[src/rtl/pin_check_monitor.sv]
// pin_check_monitor: compares synchronised pad pins against a stream of
// expected beats while checking is enabled. It records sticky per-pin error
// flags and keeps saturating counts of accepted beats and mismatching beats.
//
// Ports:
//   clk          in   single clock, posedge
//   reset        in   synchronous active-high reset
//   check_en     in   checking enable level; a 0->1 edge arms the monitor
//   pin_in       in   raw pin levels (asynchronous to clk)
//   exp_valid    in   expected beat valid
//   exp_data     in   expected pin levels
//   exp_mask     in   per-pin compare enable
//   exp_ready    out  beat accepted this cycle when high with exp_valid
//   busy         out  settling or checking
//   done         out  checking finished, results frozen
//   err_flag     out  sticky: any mismatch since the last arm
//   err_pins     out  sticky OR of per-pin mismatches
//   mismatch_cnt out  saturating count of mismatching beats
//   check_cnt    out  saturating count of accepted beats
module pin_check_monitor #(
  parameter int unsigned NPINS       = 4,
  parameter int unsigned SYNC_STAGES = 2,
  parameter int unsigned SETTLE_CYC  = 8,
  parameter int unsigned CNT_W       = 8
) (
  input  logic             clk,
  input  logic             reset,
  input  logic             check_en,
  input  logic [NPINS-1:0] pin_in,
  input  logic             exp_valid,
  input  logic [NPINS-1:0] exp_data,
  input  logic [NPINS-1:0] exp_mask,
  output logic             exp_ready,
  output logic             busy,
  output logic             done,
  output logic             err_flag,
  output logic [NPINS-1:0] err_pins,
  output logic [CNT_W-1:0] mismatch_cnt,
  output logic [CNT_W-1:0] check_cnt
);

  localparam int unsigned SET_W = 8;
  localparam logic [CNT_W-1:0] CNT_MAX = '1;

  typedef enum logic [1:0] {
    ST_IDLE   = 2'd0,
    ST_SETTLE = 2'd1,
    ST_CHECK  = 2'd2,
    ST_HOLD   = 2'd3
  } state_e;

  state_e                        state_q, state_d;
  logic [SYNC_STAGES-1:0][NPINS-1:0] sync_q, sync_d;
  logic                          check_en_q, check_en_d;
  logic [SET_W-1:0]              settle_q, settle_d;
  logic                          exp_ready_q, exp_ready_d;
  logic                          busy_q, busy_d;
  logic                          done_q, done_d;
  logic                          err_flag_q, err_flag_d;
  logic [NPINS-1:0]              err_pins_q, err_pins_d;
  logic [CNT_W-1:0]              mismatch_cnt_q, mismatch_cnt_d;
  logic [CNT_W-1:0]              check_cnt_q, check_cnt_d;

  logic             rise;
  logic             accept;
  logic [NPINS-1:0] pin_sync;
  logic [NPINS-1:0] diff;

  // Synchroniser shift chain: stage 0 captures the raw pins.
  always_comb begin
    sync_d     = {sync_q[SYNC_STAGES-2:0], pin_in};
    check_en_d = check_en;
  end

  assign pin_sync = sync_q[SYNC_STAGES-1];
  assign rise     = check_en & ~check_en_q;
  assign accept   = exp_valid & exp_ready_q;
  assign diff     = (pin_sync ^ exp_data) & exp_mask;

  // Next state, result updates and registered outputs.
  always_comb begin
    state_d        = state_q;
    settle_d       = settle_q;
    err_flag_d     = err_flag_q;
    err_pins_d     = err_pins_q;
    mismatch_cnt_d = mismatch_cnt_q;
    check_cnt_d    = check_cnt_q;

    case (state_q)
      ST_IDLE, ST_HOLD: begin
        if (rise) begin
          state_d        = ST_SETTLE;
          settle_d       = SET_W'(SETTLE_CYC - 1);
          err_flag_d     = 1'b0;
          err_pins_d     = '0;
          mismatch_cnt_d = '0;
          check_cnt_d    = '0;
        end
      end
      ST_SETTLE: begin
        // Losing the enable while settling ends the session with empty results.
        if (!check_en) begin
          state_d = ST_HOLD;
        end else if (settle_q == '0) begin
          state_d = ST_CHECK;
        end else begin
          settle_d = settle_q - SET_W'(1);
        end
      end
      ST_CHECK: begin
        // A beat accepted in the same cycle the enable drops still counts.
        if (accept) begin
          if (check_cnt_q != CNT_MAX) check_cnt_d = check_cnt_q + CNT_W'(1);
          if (diff != '0) begin
            if (mismatch_cnt_q != CNT_MAX) mismatch_cnt_d = mismatch_cnt_q + CNT_W'(1);
            err_pins_d = err_pins_q | diff;
            err_flag_d = 1'b1;
          end
        end
        if (!check_en) state_d = ST_HOLD;
      end
      default: state_d = ST_IDLE;
    endcase

    exp_ready_d = (state_d == ST_CHECK);
    busy_d      = (state_d == ST_SETTLE) || (state_d == ST_CHECK);
    done_d      = (state_d == ST_HOLD);
  end

  always_ff @(posedge clk) begin
    if (reset) begin
      state_q        <= ST_IDLE;
      sync_q         <= '0;
      check_en_q     <= 1'b0;
      settle_q       <= '0;
      exp_ready_q    <= 1'b0;
      busy_q         <= 1'b0;
      done_q         <= 1'b0;
      err_flag_q     <= 1'b0;
      err_pins_q     <= '0;
      mismatch_cnt_q <= '0;
      check_cnt_q    <= '0;
    end else begin
      state_q        <= state_d;
      sync_q         <= sync_d;
      check_en_q     <= check_en_d;
      settle_q       <= settle_d;
      exp_ready_q    <= exp_ready_d;
      busy_q         <= busy_d;
      done_q         <= done_d;
      err_flag_q     <= err_flag_d;
      err_pins_q     <= err_pins_d;
      mismatch_cnt_q <= mismatch_cnt_d;
      check_cnt_q    <= check_cnt_d;
    end
  end

  assign exp_ready    = exp_ready_q;
  assign busy         = busy_q;
  assign done         = done_q;
  assign err_flag     = err_flag_q;
  assign err_pins     = err_pins_q;
  assign mismatch_cnt = mismatch_cnt_q;
  assign check_cnt    = check_cnt_q;

endmodule

[config.mk]
export PLATFORM = sky130hd
export DESIGN_NAME = pin_check_monitor
export DESIGN_NICKNAME = d
export VERILOG_FILES = /design/src/rtl/pin_check_monitor.sv
export SDC_FILE = /design/constraint.sdc
export NUM_CORES = 1
export LEC_CHECK = 0
export CORE_MARGIN = 1.5
export CORE_UTILIZATION = 54
export DETAILED_ROUTE_END_ITERATION = 7
export GPL_ROUTABILITY_DRIVEN = 0
export PLACE_DENSITY = 0.84
export SLEW_MARGIN = 20
export SYNTH_ARGS = -nofsm -noshare
export SYNTH_HDL_FRONTEND = slang
export SYNTH_SLANG_ARGS = --single-unit
export TNS_END_PERCENT = 50
[constraint.sdc]
create_clock -name clk -period 4.5 [get_ports clk]
set_input_delay 0.675 -clock clk [delete_from_list [all_inputs] [get_ports clk]]
set_output_delay 0.675 -clock clk [all_outputs]
set_load 0.02 [all_outputs]
Word-level counts from Yosys, hierarchy flattened. Cells that the tools add are included.

Memory bits (read-only): 0. Flip-flop bits (word level): 43. Memories: 0. Latch bits: 0. Bits in writable memories: 0. Output and inout bits: 24.

Multiply operators: 0. Add/subtract/negate cells: 3. Shifts and indexed selects: 0. $lt $le $gt $ge: 0. Bitwise operators: 6. Reduce and logical (&&, ||, !) cells: 11. Div/mod/pow operators: 0. Equal/unequal tests: 15. Multiplexer cells: 25.

Operators by type and width (count): 8-bit two-way mux (9); 8-bit one-hot mux with 2 select lines (3); 8-bit by 1-bit adder with 8-bit output, second input constant (2); 8-bit != test, second input constant (2); 2-bit != test, second input constant (7); 4-bit two-way mux (3); 4-bit AND reduction (3); 2-bit equality test, second input constant (4); 8-bit zero test (1); 2-bit two-way mux (4); 4-bit one-hot mux with 2 select lines (1); 8-bit by 1-bit subtractor with 8-bit output, second input constant (1); 2-bit one-hot mux with 3 select lines (1); 5-bit AND reduction (1); 4-bit AND (1); 2-bit by 1-bit equality test with 1-bit output, second input constant (2); 4-bit bitwise OR (1); 2-bit nonzero test (2); 4-bit nonzero test (1); 4-bit XOR (1); 1-bit two-way mux (3); 1-bit AND (2); 2-bit zero test (1); 1-bit one-hot mux with 2 select lines (1); 3 further kinds (3).

Logic depth before layout (Yosys ltp). Gate-level depths: netlist of the first run.

Word-level depth: 6. Depth in mapped cells: 9. Gate-level depth less buffers: 8.

Worst setup path before layout of the first run. Ideal clock, no wire load.

Path type: register -> register. From: register state_q[0]. To: register mismatch_cnt_q[2], in the netlist mismatch_cnt[2]. Stages on the path, launching flop included: 10. Arrival time: 2.230 ns. Setup slack: 2.196 ns. Required time: 4.426 ns. Path buffers: 2. Path through: dfxtp_1 -> inv_1 -> ha_1 -> buf_2 -> nand2b_1 -> a22o_1 -> clkbuf_1 -> a21o_1 -> or4_1 -> a31oi_1.

Longest elaborated chain between the ends: 4. Elaborated cells on any way between the ends: 11. Classes of those cells: eq/ne (6); mux (1); reduce/logical (4).

RTL lines: start, declared (RTL line 52) `state_e state_q, state_d;`; start signal, assigned (RTL line 144) `state_q <= state_d;`; 2-bit equality test / 2-bit zero test (equally long branches) (RTL line 89) `case (state_q)`; 2-bit OR reduction (RTL line 89); 2-bit != test (no source line) / 2-bit nonzero test (equally long branches); 5-bit AND reduction (no source line); end signal, assigned (RTL line 153) `mismatch_cnt_q <= mismatch_cnt_d;`; end, declared (RTL line 61) `logic [CNT_W-1:0] mismatch_cnt_q, mismatch_cnt_d;`.

Parallel ways exist; a longest one is shown, timed or not. A chain may end at the register's enable or synchronous reset.

Worst setup path in the final report of the first run.
From: register state_q[0]. To: register mismatch_cnt_q[6], in the netlist mismatch_cnt[6].

The elaborated chain is that of the path after synthesis.

==> flow_summary.rst, run 1 <==
.. list-table::
   :header-rows: 1

   * - Metric
     - Value
   * - Outcome
     - finished clean
   * - Fraction of power consumed by the clock network
     - 17.6%
   * - Launch point of the worst hold path
     - sync_d[6]
   * - Clock tree from TritonCTS
     - yes
   * - Number of top-level design ports
     - 40
   * - Floorplan Core Area
     - ~3400 um2
   * - Type of the worst setup path
     - reg -> reg
   * - Antenna cells
     - 0
   * - Syn nets
     - about 240
   * - P_sw
     - ~0.4 mW
   * - Reg2reg end
     - mismatch_cnt[6]
   * - Worst setup skew after layout
     - roughly 0.0042 ns
   * - Combinational Power Share
     - between 30% and 40%
   * - Detailed-route wire length on metal 1
     - 1858 um
   * - Die extent in x
     - roughly 63 um
   * - Average instance area after synthesis
     - a little under 9 um2
   * - Via count of the first global-routing pass
     - 1448
   * - Met2 WL
     - 1720 um
   * - Post-layout nets
     - 279
   * - Total routed wirelength
     - about 3800 um
   * - Worst-path clk slew
     - approximately 0.12 ns
   * - Crit share post-route
     - about 60%
   * - Static leakage power
     - 0.8491 nW
   * - Violation count after the first detailed-route iteration
     - roughly 110
   * - Worst reg2reg setup slack
     - about 1.8 ns
   * - Async S/R FF share, synth
     - 0%
   * - Synthesis warning total
     - 0
   * - Highest net fanout along the worst path
     - 21
   * - Cell at the root of the clock tree
     - sky130_fd_sc_hd__clkbuf_4
   * - Post-detailed-route DRC marker count
     - 0
   * - Clk sinks
     - 43
   * - Setup TNS Final
     - 0 ns
   * - Switching share of power
     - around 36%
   * - Endpoint of the worst hold path
     - pin_sync[2]
   * - # Max-Cap Violations
     - 0
   * - Post-CTS Repair Setup Buffers
     - 0
   * - Maximum root-to-sink buffer count
     - 2
   * - Startpoint types
     - flop
   * - Global-route wire length before repair
     - roughly 6500 um
   * - Path category of the worst min-delay check
     - reg -> reg
   * - Relative slew slack
     - about two fifths
   * - Number of cells traversed by the worst hold path
     - 1
   * - FMAX
     - 0.3713 GHz
   * - Worst path bufs/invs
     - 1
   * - Avg Vias per Cell
     - 5.373
   * - Detailed-route wire length per cell
     - 12.57 um
   * - Std-Cell Rows
     - 21
   * - Die Y
     - approximately 63 um
   * - Max rail drop VDD
     - between 300 and 400 uV
   * - DP Wirelength
     - around 2800 um
   * - Cells traversed along the worst timing path
     - inv_1 -> ha_1 -> nand2b_1 -> a22o_1 -> a21oi_1 -> a41oi_1 -> a211oi_1
   * - GRT Residual Overflow
     - 0
   * - Hold Violations, Final
     - 0
   * - Flops & latches, synth
     - 43
   * - Data arrival time at the worst-slack endpoint
     - approximately 3 ns
   * - Power per Cell Area
     - ~450 nW/um2
   * - Number of cells on the worst reg-to-reg path
     - 7
   * - Stage delay of the slowest cell on the critical path
     - just over 0.6 ns
   * - Number of library cell types mapped by synthesis
     - 45
   * - Crit-path slowest cell
     - sky130_fd_sc_hd__ha_1
   * - Sum of met3 wire segment lengths after detailed routing
     - between 150 and 200 um
   * - Pin count of the biggest net entering global routing
     - 27
   * - Remaining antenna violation count after routing
     - 0
   * - Area overhead of the layout relative to synthesis
     - 24.32%
   * - Number of flops mapped to enable cells by yosys
     - 0
   * - Vias after detailed routing
     - 1628
   * - Part of the Yosys area used for sequential elements
     - between 40% and 50%
   * - Slew at the pin with the worst max-slew slack
     - between 0.9 and 1 ns
   * - Synthesized instance count
     - between 200 and 250
   * - Clock buffer count from CTS
     - 5
   * - WP data required
     - 4.75 ns
   * - Insertion delay to the later sink of the worst-skew pair
     - about 0.35 ns
   * - Internal power
     - a little under 0.7 mW
   * - Shortest period the worst path allows
     - 2.693 ns
   * - Clock H-tree levels
     - 2
   * - Layout cell share with drive strength beyond 1
     - between 5 and 6%
   * - Number of pins exceeding their max-slew limit in the final report
     - 0
   * - Netlist area before placement
     - 1939 um2
   * - Area enclosed by the die boundary
     - between 3000 and 4000 um2
   * - Buffers on Ports
     - 39
   * - Initial standard-cell utilization of the core
     - between 50% and 60%
   * - Post-synth top flop
     - sky130_fd_sc_hd__dfxtp_1
   * - Gates resized, CTS repair
     - 0
   * - Worst r2r src
     - state_q[0]
   * - Top cell family by delay on the critical path
     - compound AO/OA/AOI/OAI gates
   * - GRT Overall Usage
     - 20.50%
   * - Portion of total power attributed to sequential cells
     - a little over two fifths
   * - Top layer in use
     - met4
   * - CTS hold repair buffers
     - 0
   * - Initial antenna violation count
     - 0
   * - Worst setup EP type
     - flop
   * - Drt first pass iters
     - 4
   * - Final setup violating endpoints
     - 0
   * - Setup repair after global routing missed its margin
     - no
   * - Worst hold slack
     - approximately 0.44 ns
## worst reg2reg max path, stage by stage (launching register included)
cell and delay, ns:
sky130_fd_sc_hd__dfxtp_1 0.35, sky130_fd_sc_hd__inv_1 0.07, sky130_fd_sc_hd__ha_1 0.62, sky130_fd_sc_hd__nand2b_1 0.17, sky130_fd_sc_hd__a22o_1 0.38, sky130_fd_sc_hd__a21oi_1 0.55
sky130_fd_sc_hd__a41oi_1 0.22, sky130_fd_sc_hd__a211oi_1 0.25
## kinds of logic (layout without fill, tap and decap cells)
logic type	after synthesis	after routing	synth area share, %
AO/OA/AOI/OAI	41	41	13.81
XOR/XNOR	15	15	6.774
adder cells (fa/ha/maj)	6	6	3.871
buffers and inverters	15	53	3.032
flip-flops	43	43	44.39
multiplexers	1	1	0.5806
AND/OR/NAND/NOR	98	98	27.55
## worst max-delay path by stage
stage | cells after the start | slack (ns) | from | to
floorplan | 9 | 2.20 | state_q[0] | mismatch_cnt[2]
global route | 7 | 1.56 | state_q[0] | mismatch_cnt[6]
detailed placement | 6 | 1.69 | check_en | mismatch_cnt[6]
global placement | 6 | 1.81 | check_en | mismatch_cnt[2]
CTS | 7 | 1.85 | state_q[0] | mismatch_cnt[6]
finish | 7 | 1.81 | state_q[0] | mismatch_cnt[6]
## cell type report
type | count | area (um2)
multi-input combinational | 161 | 1020
fill | 258 | 978.4
sequential | 43 | 860.8
timing repair buffer | 39 | 390.4
tap | 46 | 57.56
clock buffer | 6 | 51.30
inverter | 7 | 26.28
clock inverter | 1 | 5.005
## Yosys cell counts, drive strengths merged, types with 2 or more instances
cell | number | share of area [%]
and3 | 3 | 1.2
nor4 | 2 | 0.65
o21ai | 9 | 2.3
xor2 | 9 | 4.1
o21a | 2 | 0.77
nand2 | 8 | 1.5
nand2b | 3 | 0.97
or4 | 4 | 1.7
nor3b | 2 | 0.77
clkbuf | 6 | 1.2
inv | 7 | 1.4
nor3 | 8 | 2.3
dfxtp | 43 | 44
nand3 | 9 | 2.3
nor2 | 31 | 6.0
buf | 2 | 0.52
a211oi | 2 | 0.77
ha | 6 | 3.9
o31ai | 2 | 0.77
nand4 | 5 | 1.6
nand3b | 3 | 1.2
nor2b | 11 | 3.5
a22o | 2 | 0.90
a21oi | 6 | 1.5
and2 | 2 | 0.77
a31oi | 9 | 2.9
xnor2 | 6 | 2.7
nand4b | 4 | 1.8
## sequential cells by signal (all words and copies together), names as in the netlist
| name | cells |
|---|---|
| exp_ready | 1 |
| mismatch_cnt | 8 |
| sync_d | 4 |
| err_flag | 1 |
| check_en_q | 1 |
| check_cnt | 8 |
| busy | 1 |
| state_q | 2 |
| done | 1 |
| settle_q | 8 |
| pin_sync | 4 |
| err_pins | 4 |
## metal layers
layer,vias to the layer above,global-route usage [%]
li1,859,-
met1,727,26.59
met2,35,32.85
met3,7,4.685
met4,0,8.333
met5,-,0
## cell usage in the layout, fill, tap and decap left out, types with 2 or more instances in the layout
master                            count
sky130_fd_sc_hd__nand2b_1             3
sky130_fd_sc_hd__nand3_1              9
sky130_fd_sc_hd__o21ai_0              9
sky130_fd_sc_hd__nand2_1              8
sky130_fd_sc_hd__nor3b_1              2
sky130_fd_sc_hd__inv_1                7
sky130_fd_sc_hd__a31oi_1              9
sky130_fd_sc_hd__dfxtp_1             43
sky130_fd_sc_hd__xor2_1               9
sky130_fd_sc_hd__and3_1               2
sky130_fd_sc_hd__clkdlybuf4s50_1     39
sky130_fd_sc_hd__a21oi_1              6
sky130_fd_sc_hd__xnor2_1              6
sky130_fd_sc_hd__nor3_1               7
sky130_fd_sc_hd__nand3b_1             3
sky130_fd_sc_hd__nor2b_1             11
sky130_fd_sc_hd__nand4b_1             4
sky130_fd_sc_hd__or4_1                3
sky130_fd_sc_hd__o21a_1               2
sky130_fd_sc_hd__clkbuf_4             5
sky130_fd_sc_hd__a22o_1               2
sky130_fd_sc_hd__ha_1                 6
sky130_fd_sc_hd__nor2_1              31
sky130_fd_sc_hd__a211oi_1             2
sky130_fd_sc_hd__o31ai_1              2
sky130_fd_sc_hd__nand4_1              5
sky130_fd_sc_hd__nor4_1               2
## power by group through the flow
stage,Clock [mW],Combinational (mW),Sequential [mW]
detailed placement,0,0.419,0.486
CTS,0.196,0.421,0.478
finish,0.191,0.419,0.478
global route,0.212,0.466,0.488
floorplan,0,0.298,0.499
global placement,0,0.409,0.485
## stage by stage
stage | setup WS [ns] | power, mW | area (um2) | instances | utilization, %
6_report | 1.807 | 1.088 | 2411 | 303 | 71.13
5_1_grt | 1.564 | 1.167 | 2411 | 303 | 71.13
4_1_cts | 1.846 | 1.094 | 2411 | 303 | 71.13
3_5_place_dp | 1.692 | 0.9050 | 2355 | 296 | 69.47
3_3_place_gp | 1.808 | 0.8939 | 2355 | 296 | 69.47
2_1_floorplan | 2.196 | 0.7962 | 1939 | 219 | -
Power figures use the tool's default switching activity.
==> inputs of run 2 (changes only) <==
- CORE_UTILIZATION: 54 -> 50
- PLACE_DENSITY: 0.84 -> 0.78
- clock period: 4.5 -> 2.7 ns (I/O delays scaled with it)
==> flow_summary.rst, run 2 (synthesis gave the netlist of run 1 again) <==
.. list-table::
   :header-rows: 1

   * - Metric
     - Value
   * - Outcome
     - finished clean
   * - Vias after detailed routing
     - ~1700
   * - Area enclosed by the die boundary
     - between 4000 and 5000 um2
   * - Worst reg2reg setup slack
     - 0.29 ns
   * - Insertion delay to the later sink of the worst-skew pair
     - 0.29 ns
   * - Area occupied by multi-input gates
     - 1020 um2
   * - Portion of total power attributed to sequential cells
     - approximately 41%
   * - Post-detailed-route DRC marker count
     - 0
   * - WP data required
     - about 2.9 ns
   * - Std-Cell Rows
     - 22
   * - Top Usage Layer GRT
     - met2
   * - Violation count after the first detailed-route iteration
     - 152
   * - Power per Cell Area
     - about 800 nW/um2
   * - Worst-path clk slew
     - roughly 0.080 ns
   * - P_sw
     - 0.6663 mW
   * - Maximum root-to-sink buffer count
     - 2
   * - Clock H-tree levels
     - 2
   * - Number of top-level design ports
     - 40
   * - Hold Violations, Final
     - 0
   * - Path category of the worst min-delay check
     - reg -> reg
   * - Number of pins exceeding their max-slew limit in the final report
     - 0
   * - Switching share of power
     - between 30% and 40%
   * - Worst setup EP type
     - flop
   * - Die extent in x
     - between 60 and 70 um
   * - Die Y
     - 65.28 um
   * - GR Layer Usage met3
     - approximately 4.3%
   * - Clock buffer count from CTS
     - 5
   * - Met2 routing resource usage after global routing
     - between 20% and 30%
   * - Detailed-route wire length per cell
     - between 10 and 15 um
   * - Startpoint types
     - flop
   * - Global-route wire length before repair
     - around 6600 um
   * - Initial antenna violation count
     - 0
   * - Gates resized, CTS repair
     - 0
   * - Final design utilization
     - roughly two thirds
   * - Number of cells on the worst reg-to-reg path
     - 7
   * - Cell at the root of the clock tree
     - sky130_fd_sc_hd__clkbuf_8
   * - Static leakage power
     - roughly 0.89 nW
   * - CTS hold repair buffers
     - 0
   * - Clk sinks
     - 43
   * - Data arrival time at the worst-slack endpoint
     - 2.62 ns
   * - Initial standard-cell utilization of the core
     - 52.58%
   * - # Max-Cap Violations
     - 0
   * - Worst r2r src
     - state_q[0]
   * - Filler instances
     - 319
   * - Met1 track demand over resource
     - 28.14%
   * - Fraction of power consumed by the clock network
     - 22.2%
   * - Final setup violating endpoints
     - 0
   * - Area overhead of the layout relative to synthesis
     - 28.65%
   * - DP Wirelength
     - ~2900 um
   * - Slew at the pin with the worst max-slew slack
     - ~0.65 ns
   * - GRT Residual Overflow
     - 0
   * - Via count of the first global-routing pass
     - approximately 1500
   * - GRT Overall Usage
     - slightly above 20%
   * - Highest net fanout along the worst path
     - 10
   * - Post-CTS Repair Setup Buffers
     - 0
   * - Setup TNS Final
     - 0 ns
   * - Type of the worst setup path
     - reg -> reg
   * - Floorplan Core Area
     - between 3000 and 4000 um2
   * - Number of cells traversed by the worst hold path
     - 1
   * - Max rail drop VDD
     - slightly above 500 uV
   * - Relative slew slack
     - 56.44%
   * - Area taken by flip-flops and latches
     - 860.8 um2
   * - Worst setup skew after layout
     - ~0.0061 ns
   * - Antenna cells
     - 0
   * - Layout cell share with drive strength beyond 1
     - under 10%
   * - Total routed wirelength
     - about 3900 um
   * - Reg2reg end
     - mismatch_cnt[2]
   * - Drt first pass iters
     - 5
   * - Leading cell type in the layout, fill and taps excluded
     - sky130_fd_sc_hd__dfxtp_1
   * - Remaining antenna violation count after routing
     - 0
   * - Shortest period the worst path allows
     - around 2.4 ns
   * - Combinational Power Share
     - between 30% and 40%
   * - Pin count of the biggest net entering global routing
     - 23
   * - Clock tree from TritonCTS
     - yes
   * - Endpoint of the worst hold path
     - pin_sync[3]
   * - Avg Vias per Cell
     - ~5.4
   * - Buffers on Ports
     - 39
   * - Most frequent cells in the layout
     - 43 x sky130_fd_sc_hd__dfxtp_1, 39 x sky130_fd_sc_hd__clkdlybuf4s50_1, 31 x sky130_fd_sc_hd__nor2_1
   * - FMAX
     - just over 0.4 GHz
   * - Launch point of the worst hold path
     - sync_d[7]
   * - Internal power
     - 1.290 mW
   * - Post-layout nets
     - about 280
   * - Crit share post-route
     - 89.14%
   * - Setup repair after global routing missed its margin
     - no
[run 2: cell count changes in the layout (fill, tap and decap cells not counted)]
cell                       before  now
sky130_fd_sc_hd__clkbuf_4       5    0
sky130_fd_sc_hd__clkinv_2       1    0
sky130_fd_sc_hd__clkbuf_1       0    1
sky130_fd_sc_hd__clkbuf_8       1    7
sky130_fd_sc_hd__buf_4          0    5
[run 2: how the worst max path moves through the flow]
| stage | from | endpoint | slack, ns | cells after the start |
|---|---|---|---|---|
| after floorplan | state_q[0] | mismatch_cnt[2] | 0.40 | 9 |
| after global placement | check_en | mismatch_cnt[2] | 0.32 | 6 |
| after detailed placement | check_en | mismatch_cnt[2] | 0.26 | 6 |
| after CTS | state_q[0] | mismatch_cnt[2] | 0.29 | 7 |
| after global routing | state_q[0] | mismatch_cnt[2] | 0.14 | 7 |
| final | state_q[0] | mismatch_cnt[2] | 0.29 | 7 |
[run 2: final cells by class]
class	instances	area share, %
multi-input combinational	161	40.87
tap	48	2.407
timing repair buffer	44	17.15
inverter	7	1.053
sequential	43	34.50
clock buffer	8	4.012
[run 2: metrics by stage]
step	hold WS [ns]	cells	cell area (um2)	power, mW	setup slack, ns
2_1_floorplan	0.4138	219	1939	1.327	0.3956
3_3_place_gp	0.4179	303	2395	1.516	0.3174
3_5_place_dp	0.4248	303	2395	1.535	0.2634
4_1_cts	0.4404	311	2495	1.976	0.2948
5_1_grt	0.4664	311	2495	2.095	0.1374
6_report	0.4388	311	2495	1.956	0.2932
[run 2: worst max-delay path: stages, from the launching register on]
cell,delay [ns]
sky130_fd_sc_hd__dfxtp_1,0.37
sky130_fd_sc_hd__inv_1,0.06
sky130_fd_sc_hd__ha_1,0.40
sky130_fd_sc_hd__nand2b_1,0.20
sky130_fd_sc_hd__a22o_1,0.35
sky130_fd_sc_hd__a21o_1,0.27
sky130_fd_sc_hd__or4_1,0.52
sky130_fd_sc_hd__a31oi_1,0.18
[run 2: routing by layer]
layer	routed length, um	part of all wire, %
met5	0	0
met2	1694	43
met4	80	2.0
met3	211	5.4
met1	1931	49
[run 2: power groups by stage]
stage / Clock (mW) / Sequential (mW) / Combinational [mW]
6_report: 0.435 / 0.797 / 0.725
2_1_floorplan: 0 / 0.831 / 0.496
3_3_place_gp: 0 / 0.806 / 0.710
3_5_place_dp: 0 / 0.812 / 0.722
4_1_cts: 0.452 / 0.798 / 0.726
5_1_grt: 0.483 / 0.810 / 0.802
==> inputs of run 3 (changes only) <==
--- a/config.mk
+++ b/config.mk
@@ -8,6 +8,5 @@
 export CORE_MARGIN = 1.5
-export CORE_UTILIZATION = 50
+export CORE_UTILIZATION = 31
 export DETAILED_ROUTE_END_ITERATION = 7
 export GPL_ROUTABILITY_DRIVEN = 0
-export PLACE_DENSITY = 0.78
 export SLEW_MARGIN = 20
==> constraint.sdc (replaced) <==
create_clock -name clk -period 2.7 [get_ports clk]
set_input_delay 0.27 -clock clk [delete_from_list [all_inputs] [get_ports clk]]
set_output_delay 0.27 -clock clk [all_outputs]
set_load 0.02 [all_outputs]
==> flow_summary.rst, run 3 (synthesis gave the netlist of run 1 again) <==
.. list-table::
   :header-rows: 1

   * - Metric
     - Value
   * - GR Layer Usage met3
     - 3.516%
   * - Maximum root-to-sink buffer count
     - 2
   * - Number of cells traversed by the worst hold path
     - 1
   * - Gates resized, CTS repair
     - 0
   * - CTS hold repair buffers
     - 0
   * - Worst hold slack
     - ~0.44 ns
   * - Std-Cell Rows
     - 28
   * - Antenna cells
     - 0
   * - Relative slew slack
     - about half
   * - Slew at the pin with the worst max-slew slack
     - 0.7587 ns
   * - Clk sinks
     - 43
   * - Worst setup skew after layout
     - about 0.0072 ns
   * - # Max-Cap Violations
     - 0
   * - Type of the worst setup path
     - reg -> reg
   * - Top Usage Layer GRT
     - met2
   * - Global-route wire length before repair
     - around 6700 um
   * - Pin count of the biggest net entering global routing
     - 23
   * - Shortest period the worst path allows
     - 2.409 ns
   * - Post-layout nets
     - between 200 and 300
   * - Most frequent cells in the layout
     - 43 x sky130_fd_sc_hd__dfxtp_1, 39 x sky130_fd_sc_hd__clkdlybuf4s50_1, 31 x sky130_fd_sc_hd__nor2_1
   * - Crit share post-route
     - between 80% and 90%
   * - GRT Overall Usage
     - approximately an eighth
   * - Via count of the first global-routing pass
     - around 1600
   * - Total Power
     - between 2 and 2.5 mW
   * - Number of pins exceeding their max-slew limit in the final report
     - 0
   * - Vias after detailed routing
     - approximately 1700
   * - Met2 routing resource usage after global routing
     - 21.39%
   * - Initial antenna violation count
     - 0
   * - WP data required
     - 2.93 ns
   * - DP Wirelength
     - around 3000 um
   * - Outcome
     - finished clean
   * - Area overhead of the layout relative to synthesis
     - 31.68%
   * - Post-detailed-route DRC marker count
     - 0
   * - Final setup violating endpoints
     - 0
   * - Clock H-tree levels
     - 2
   * - Post-CTS Repair Setup Buffers
     - 0
   * - Hold Violations, Final
     - 0
   * - Inst Count DP
     - about 330
   * - Clock tree from TritonCTS
     - yes
   * - Data arrival time at the worst-slack endpoint
     - ~2.6 ns
   * - Die extent in x
     - between 80 and 90 um
   * - Post-route non-filler standard cell count
     - about 340
   * - Max rail drop VDD
     - around 260 uV
   * - Worst-path clk slew
     - ~0.08 ns
   * - Leading cell type in the layout, fill and taps excluded
     - sky130_fd_sc_hd__dfxtp_1
   * - GRT Residual Overflow
     - 0
   * - Violation count after the first detailed-route iteration
     - 62
   * - Detailed-route wire length per cell
     - roughly 12 um
   * - Met1 track demand over resource
     - 16.07%
   * - Layout cell share with drive strength beyond 1
     - ~6.5%
   * - Floorplan Core Area
     - 5991 um2
   * - FMAX
     - just over 0.4 GHz
   * - Final design utilization
     - 42.63%
   * - Total routed wirelength
     - ~4100 um
   * - Path category of the worst min-delay check
     - reg -> reg
   * - Startpoint types
     - flop
   * - Buffers on Ports
     - 39
   * - Initial standard-cell utilization of the core
     - between 30% and 40%
   * - Avg Vias per Cell
     - 5.024
   * - Die Y
     - between 80 and 90 um
   * - Insertion delay to the later sink of the worst-skew pair
     - 0.30 ns
   * - Power per Cell Area
     - 825.6 nW/um2
   * - Number of top-level design ports
     - 40
   * - Number of cells on the worst reg-to-reg path
     - 7
   * - Setup TNS Final
     - 0 ns
   * - Static leakage power
     - between 0.9 and 1 nW
   * - Drt first pass iters
     - 5
   * - Cell at the root of the clock tree
     - sky130_fd_sc_hd__clkbuf_8
   * - Clock buffer count from CTS
     - 5
   * - Worst setup EP type
     - flop
   * - Remaining antenna violation count after routing
     - 0
   * - Highest net fanout along the worst path
     - 10
   * - Setup repair after global routing missed its margin
     - no
   * - Area enclosed by the die boundary
     - around 6700 um2
run 3: cell count changes in the layout (fill, tap and decap cells not counted), sizes merged:
cell,previous run,this run
bufinv,0,2
buf,5,4
clkbuf,8,6
run 3: power breakdown:
group | switching (mW) | internal (mW) | total [mW]
registers | 0.0688 | 0.725 | 0.793
logic | 0.391 | 0.325 | 0.716
clock network | 0.229 | 0.370 | 0.599
total | 0.689 | 1.42 | 2.11
run 3: worst max-delay path: stages (launching register included):
cell and delay (ns):
sky130_fd_sc_hd__dfxtp_1 0.37, sky130_fd_sc_hd__inv_1 0.06, sky130_fd_sc_hd__ha_1 0.40, sky130_fd_sc_hd__nand2b_1 0.20
sky130_fd_sc_hd__a22o_1 0.35, sky130_fd_sc_hd__a21o_1 0.28, sky130_fd_sc_hd__or4_1 0.51, sky130_fd_sc_hd__a31oi_1 0.17
run 3: cell type report:
cell class	instances	area [um2]
Fill cell	619	3437
Multi-Input combinational cell	161	1020
Sequential cell	43	860.8
Timing Repair Buffer	43	420.4
Tap cell	75	93.84
Clock buffer	6	72.57
Clock inverter	2	60.06
Inverter	7	26.28
run 3: path summary, 6_finish.rpt:
| path | startpoint | to | slack, ns |
|---|---|---|---|
| setup reg to reg | state_q[0] | mismatch_cnt[2] | 0.29 |
| hold / removal | sync_d[7] | pin_sync[3] | 0.44 |
| setup / recovery | state_q[0] | mismatch_cnt[2] | 0.29 |
| hold reg to reg | sync_d[7] | pin_sync[3] | 0.44 |
run 3: routing by layer:
layer | wire length [um] | vias up
met5 | 0 | -
met4 | 90 | 0
met3 | 205 | 8
met2 | 1777 | 34
met1 | 2068 | 785
li1 | - | 866
run 3: through the flow:
step / setup WS (ns) / area [um2]
6_report: 0.2910 / 2554
5_1_grt: 0.1513 / 2554
4_1_cts: 0.2827 / 2554
3_5_place_dp: 0.3085 / 2421
3_3_place_gp: 0.3453 / 2421
2_1_floorplan: 0.3956 / 1939
